**src/rtl/phoenix_packet_sender_if.sv**
```systemverilog
// phoenix_packet_sender_if: the core push port, the router credit link and the
// status outputs bundled as one interface.
// The slave modport is the sender itself; master is the core/router side.
// o_pkt_count exists only when PHOENIX_SENDER_PKTCNT_EN is defined.
`ifndef TAM_FLIT
`define TAM_FLIT 16
`endif

interface phoenix_packet_sender_if;
    logic                 i_valid;
    logic [`TAM_FLIT-1:0] i_flit;
    logic                 o_ready;
    logic                 i_credit;
    logic                 o_tx;
    logic [`TAM_FLIT-1:0] o_data;
    logic                 o_busy;
    logic                 o_pkt_done;
`ifdef PHOENIX_SENDER_PKTCNT_EN
    logic [15:0]          o_pkt_count;

    modport master (
        output i_valid, i_flit, i_credit,
        input  o_ready, o_tx, o_data, o_busy, o_pkt_done, o_pkt_count
    );
    modport slave (
        input  i_valid, i_flit, i_credit,
        output o_ready, o_tx, o_data, o_busy, o_pkt_done, o_pkt_count
    );
`else
    modport master (
        output i_valid, i_flit, i_credit,
        input  o_ready, o_tx, o_data, o_busy, o_pkt_done
    );
    modport slave (
        input  i_valid, i_flit, i_credit,
        output o_ready, o_tx, o_data, o_busy, o_pkt_done
    );
`endif
endinterface

```
**src/rtl/phoenix_packet_sender.sv**
```systemverilog
// phoenix_packet_sender: transmit end of a Phoenix router credit link.
// The core pushes flits into a small staging FIFO. The head flit goes out
// whenever the router grants credit. A framing FSM follows the
// header / size / payload sequence so it can report completion and busy.
// Optional feature macro: PHOENIX_SENDER_PKTCNT_EN adds a 16-bit packet counter.
`ifndef TAM_FLIT
`define TAM_FLIT 16
`endif

module phoenix_packet_sender #(
    parameter int DEPTH = 4
) (
    input  logic                    i_clk,
    input  logic                    i_rst,
    phoenix_packet_sender_if.slave  bus
);
    localparam int W  = `TAM_FLIT;
    localparam int AW = $clog2(DEPTH);

    typedef enum logic [1:0] {HEADER, SIZE, PAYLOAD} state_t;

    logic [W-1:0]  mem [DEPTH];
    logic [AW-1:0] wr_ptr, rd_ptr;
    logic [AW:0]   count;
    logic          has_data, ready, push, pop;
    logic [W-1:0]  head;

    state_t        state_q, state_d;
    logic [W-1:0]  rem_q, rem_d;
    logic          done_q, done_d;

    assign head     = mem[rd_ptr];
    assign has_data = (count != '0);
    // A full FIFO refuses a push even when a pop happens in the same cycle.
    assign ready    = (count != (AW+1)'(DEPTH));
    assign push     = bus.i_valid & ready;
    // Credit is used combinationally; the router guarantees acceptance.
    assign pop      = has_data & bus.i_credit & ~i_rst;

    assign bus.o_ready    = ready;
    assign bus.o_tx       = pop;
    assign bus.o_data     = head;
    assign bus.o_busy     = (state_q != HEADER) | has_data;
    assign bus.o_pkt_done = done_q;

    // Flit storage: no reset, contents are only meaningful below count.
    always_ff @(posedge i_clk) begin
        if (push) mem[wr_ptr] <= bus.i_flit;
    end

    // FIFO pointers and occupancy; reset empties the FIFO.
    always_ff @(posedge i_clk) begin
        if (i_rst) begin
            wr_ptr <= '0;
            rd_ptr <= '0;
            count  <= '0;
        end else begin
            if (push) wr_ptr <= wr_ptr + 1'b1;
            if (pop)  rd_ptr <= rd_ptr + 1'b1;
            case ({push, pop})
                2'b10:   count <= count + 1'b1;
                2'b01:   count <= count - 1'b1;
                default: count <= count;
            endcase
        end
    end

    // Framing FSM state, payload counter and done pulse registers.
    always_ff @(posedge i_clk) begin
        if (i_rst) begin
            state_q <= HEADER;
            rem_q   <= '0;
            done_q  <= 1'b0;
        end else begin
            state_q <= state_d;
            rem_q   <= rem_d;
            done_q  <= done_d;
        end
    end

    // Framing next state: advances only on a transferred flit.
    always_comb begin
        state_d = state_q;
        rem_d   = rem_q;
        done_d  = 1'b0;
        if (pop) begin
            case (state_q)
                HEADER: state_d = SIZE;
                SIZE: begin
                    rem_d = head;
                    if (head == '0) begin
                        state_d = HEADER;
                        done_d  = 1'b1;
                    end else begin
                        state_d = PAYLOAD;
                    end
                end
                PAYLOAD: begin
                    // rem_q >= 1 here, so the decrement never wraps.
                    rem_d = rem_q - 1'b1;
                    if (rem_q == W'(1)) begin
                        state_d = HEADER;
                        done_d  = 1'b1;
                    end
                end
                default: state_d = HEADER;
            endcase
        end
    end

`ifdef PHOENIX_SENDER_PKTCNT_EN
    logic [15:0] pkt_cnt_q;

    // Completed-packet counter, bumped on the edge that raises the done pulse.
    always_ff @(posedge i_clk) begin
        if (i_rst)       pkt_cnt_q <= '0;
        else if (done_d) pkt_cnt_q <= pkt_cnt_q + 16'd1;
    end

    assign bus.o_pkt_count = pkt_cnt_q;
`endif

endmodule

```
**src/flat_wrapper.sv**
```systemverilog
// flat-port wrapper written by rule: the top's interface ports become plain ports
module phoenix_packet_sender_flat 
#(
    parameter int DEPTH = 4
)
  (i_clk, i_rst, bus_i_valid, bus_i_flit, bus_i_credit, bus_o_ready, bus_o_tx, bus_o_data, bus_o_busy, bus_o_pkt_done);
  phoenix_packet_sender_if bus_i ();
  input  logic i_clk;
  input  logic i_rst;
  input wire logic [$bits(bus_i.i_valid)-1:0] bus_i_valid;
  input wire logic [$bits(bus_i.i_flit)-1:0] bus_i_flit;
  input wire logic [$bits(bus_i.i_credit)-1:0] bus_i_credit;
  output wire logic [$bits(bus_i.o_ready)-1:0] bus_o_ready;
  output wire logic [$bits(bus_i.o_tx)-1:0] bus_o_tx;
  output wire logic [$bits(bus_i.o_data)-1:0] bus_o_data;
  output wire logic [$bits(bus_i.o_busy)-1:0] bus_o_busy;
  output wire logic [$bits(bus_i.o_pkt_done)-1:0] bus_o_pkt_done;
  assign bus_i.i_valid = bus_i_valid;
  assign bus_i.i_flit = bus_i_flit;
  assign bus_i.i_credit = bus_i_credit;
  assign bus_o_ready = bus_i.o_ready;
  assign bus_o_tx = bus_i.o_tx;
  assign bus_o_data = bus_i.o_data;
  assign bus_o_busy = bus_i.o_busy;
  assign bus_o_pkt_done = bus_i.o_pkt_done;
  phoenix_packet_sender #(.DEPTH(DEPTH)) u_core (.i_clk(i_clk), .i_rst(i_rst), .bus(bus_i));
endmodule
```
**config.mk**
```make
export PLATFORM = sky130hd
export DESIGN_NAME = phoenix_packet_sender_flat
export DESIGN_NICKNAME = d
export VERILOG_FILES = /design/src/rtl/phoenix_packet_sender_if.sv /design/src/rtl/phoenix_packet_sender.sv /design/src/flat_wrapper.sv
export SDC_FILE = /design/constraint.sdc
export NUM_CORES = 1
export LEC_CHECK = 0
export CAP_MARGIN = 20
export CORE_UTILIZATION = 51
export CTS_CLUSTER_DIAMETER = 30
export CTS_CLUSTER_SIZE = 30
export DETAILED_ROUTE_END_ITERATION = 10
export GPL_ROUTABILITY_DRIVEN = 0
export MAX_ROUTING_LAYER = met4
export PLACE_DENSITY = 0.73
export SETUP_SLACK_MARGIN = 0.3
export SYNTH_ARGS = -nofsm -noshare
export SYNTH_HDL_FRONTEND = slang
export SYNTH_SLANG_ARGS = --single-unit
```
**constraint.sdc**
```tcl
create_clock -name i_clk -period 2.13 [get_ports i_clk]
set_input_delay 0.213 -clock i_clk [delete_from_list [all_inputs] [get_ports i_clk]]
set_output_delay 0.213 -clock i_clk [all_outputs]
set_load 0.005 [all_outputs]
```
==> metrics.txt <==
critical path's slowest cell mux4_2; drt via density 5.89; Period minus WS final 2.11 ns; Initial Util 0.537; required time of the critical path 2.37 ns; Setup WS pre-CTS 0.00951 ns; async set or reset register ratio after synthesis 0; DIE AREA 8160 sq um; Finished Cell Area 5540 sq um; number of global-route vias before repair 2814; setup total negative slack 0 ns; Avg Cell Area, Syn 13.5 sq um; static leakage 1.99 nW; Syn Nets 325; Routed WL per cell 19.1 microns; Die Y 90.3 microns; Slew Viols, Final 0; via count 2922; uppermost layer routed met4; FMAX 475 MHz; share of post-route cells with drive strength above 1 0.416; ANT cells 0; clk sinks 92; CP Class register to register; GRT overflow 0; VDD IR max 564 uV; routed length on met3 440 microns; IO buf count 39; drt drc 0; GR Util All Layers 0.243; largest net degree at the start of global routing 29; Distinct cells, synth 51; Clock transition at path regs 0.09 ns; pwr dens 944 nW/um^2; register area share after synthesis 0.624; first-pass GRT wire length 14600 microns; clk root buf clkbuf_8; CTS Buffer Depth 2; Hold Path Stages 1; reg2reg path depth 8; Hold Path Origin bus_i_flit[7]; final worst setup slack 0.0228 ns; RSZ-0062 raised after global routing yes; Metal-1 WL 4110 microns; Area Overhead vs Synth 39.2%; Final Hold Fails 0; Crit path largest cell delay 0.55 ns; hold crit path type primary input to register; Num CTS Buffers 9; commonest cells after routing, fill and taps aside edfxtp_1, buf_4, buf_6; Max-slew headroom 0.679; Final ANT Viol Nets 0; Skew-Pair Late Insertion Delay 0.35 ns; critical-path cell list buf_12 -> buf_16 -> mux4_2 -> nor4_4 -> buf_4 -> and4_4 -> nand2b_1 -> mux2i_1; fin crit share 0.989; Die Wd 90.3 microns; final setup violation count 0; flops & latches, synth 92; 1st-iter DRT viols 213; clock skew 0.0105 ns; Total Routed Length 9490 microns; final hold slack 0.490 ns; Site Rows 31; CTS tree built; DRT Pass-1 Iters 5; Synthesis Warnings 0; top_reg_cell synth edfxtp_1; Post-Synthesis Cells 294; CTS Hold Bufs 0; antenna violations before repair 0; Post-synth EDFFs 64; post-synthesis cell area 3980 sq um; most common cell after layout, fill and taps aside edfxtp_1; top-level I/O count 40; Core Region 7410 sq um; crit path launch type register; Worst-Margin Slew 0.480 ns; Net count, final 423; met2 WL 4560 microns; DPL Wire Length 5460 microns; Critical Path Fanout Max 6; Worst Path Arrival 2.35 ns; Worst setup EP type register; DP Area 4690 sq um; max cap viols 0; H-tree levels 3; status complete, no violations
-- synthesized netlist by cell type (all sizes together) (3+ instances only) --
master | instances | area (sq um)
nand2 | 22 | 82.6
nor2 | 21 | 78.8
xor2 | 3 | 26.3
a22oi | 3 | 22.5
nor3 | 7 | 35.0
inv | 12 | 45.0
o22ai | 4 | 25.0
o21ai | 12 | 60.1
mux4 | 16 | 360
dfxtp | 28 | 561
or4 | 3 | 30.0
a211oi | 4 | 35.0
nor4 | 7 | 50.1
a21oi | 18 | 90.1
nand3 | 3 | 15.0
or3 | 4 | 25.0
nand2b | 3 | 18.8
edfxtp | 64 | 1920
buf | 5 | 37.5
and2 | 3 | 18.8
and3 | 5 | 31.3
ha | 10 | 125
clkbuf | 8 | 30.0
-- worst max-delay path: cells and delay by family (launching register included) --
family | cells | cell delay [ns]
buffers and inverters | 3 | 0.39
and+or+nand+nor | 3 | 0.60
DFF | 1 | 0.38
muxes | 2 | 0.61
-- where the power goes --
| group | total, mW | internal (mW) | switching [mW] |
|---|---|---|---|
| clock network | 1.20 | 0.580 | 0.621 |
| registers | 2.15 | 2.06 | 0.0863 |
| logic | 1.88 | 1.06 | 0.819 |
| total | 5.23 | 3.70 | 1.53 |
-- final timing paths --
check                                   endpoint  slack, ns
setup / recovery  u_core.state_q[1]$_SDFFE_PP0P_       0.02
hold / removal        u_core.mem[3][7]$_DFFE_PP_       0.49
setup reg to reg  u_core.state_q[1]$_SDFFE_PP0P_       0.02
hold reg to reg   u_core.state_q[1]$_SDFFE_PP0P_       0.51
-- cells by family (layout without fill, tap and decap cells) --
group	Yosys count	after routing	synth area share
flops	92	92	0.624
simple gates	85	85	0.111
compound gates	55	55	0.0874
buf+inv	26	129	0.0292
mux	20	20	0.101
fa+ha+maj	11	11	0.0365
xor+xnor	5	5	0.0110
-- per-layer routing --
metal / track usage / up-vias
li1: - / 1316
met4: 0.101 / 0
met3: 0.0345 / 32
met1: 0.326 / 1447
met2: 0.373 / 127
met5: - / -
-- through the flow --
| step | util | total power, mW | instances |
|---|---|---|---|
| final | 0.748 | 5.23 | 496 |
| after global routing | 0.748 | 5.45 | 496 |
| after global placement | 0.634 | 3.44 | 446 |
| after CTS | 0.712 | 4.98 | 490 |
| after detailed placement | 0.634 | 3.46 | 446 |
| after floorplan | - | 2.90 | 294 |
-- registers in the layout, summed over array words and instances (netlist names), named ones only --
register and flops:
u_core.rd_ptr 2, u_core.mem 64, u_core.count 3, u_core.state_q 2
u_core.bus.o_pkt_done 1, u_core.rem_q 16, u_core.wr_ptr 2
-- final cells by class --
cell class,count,area (sq um)
flip-flops and latches,92,2500
repair buffers,100,992
clock buffers,11,141
inverters,13,57.6
clock inverters,5,61.3
well taps,99,124
multi-input cells,176,1660
fillers,436,1870
-- what timing repair did --
action                     CTS  global route
gates cloned                 1             0
pin swaps                   15            18
setup buffers               27             6
resized for setup          100            53
setup endpoints to repair   26            32
(Power assumes the default switching activity.)
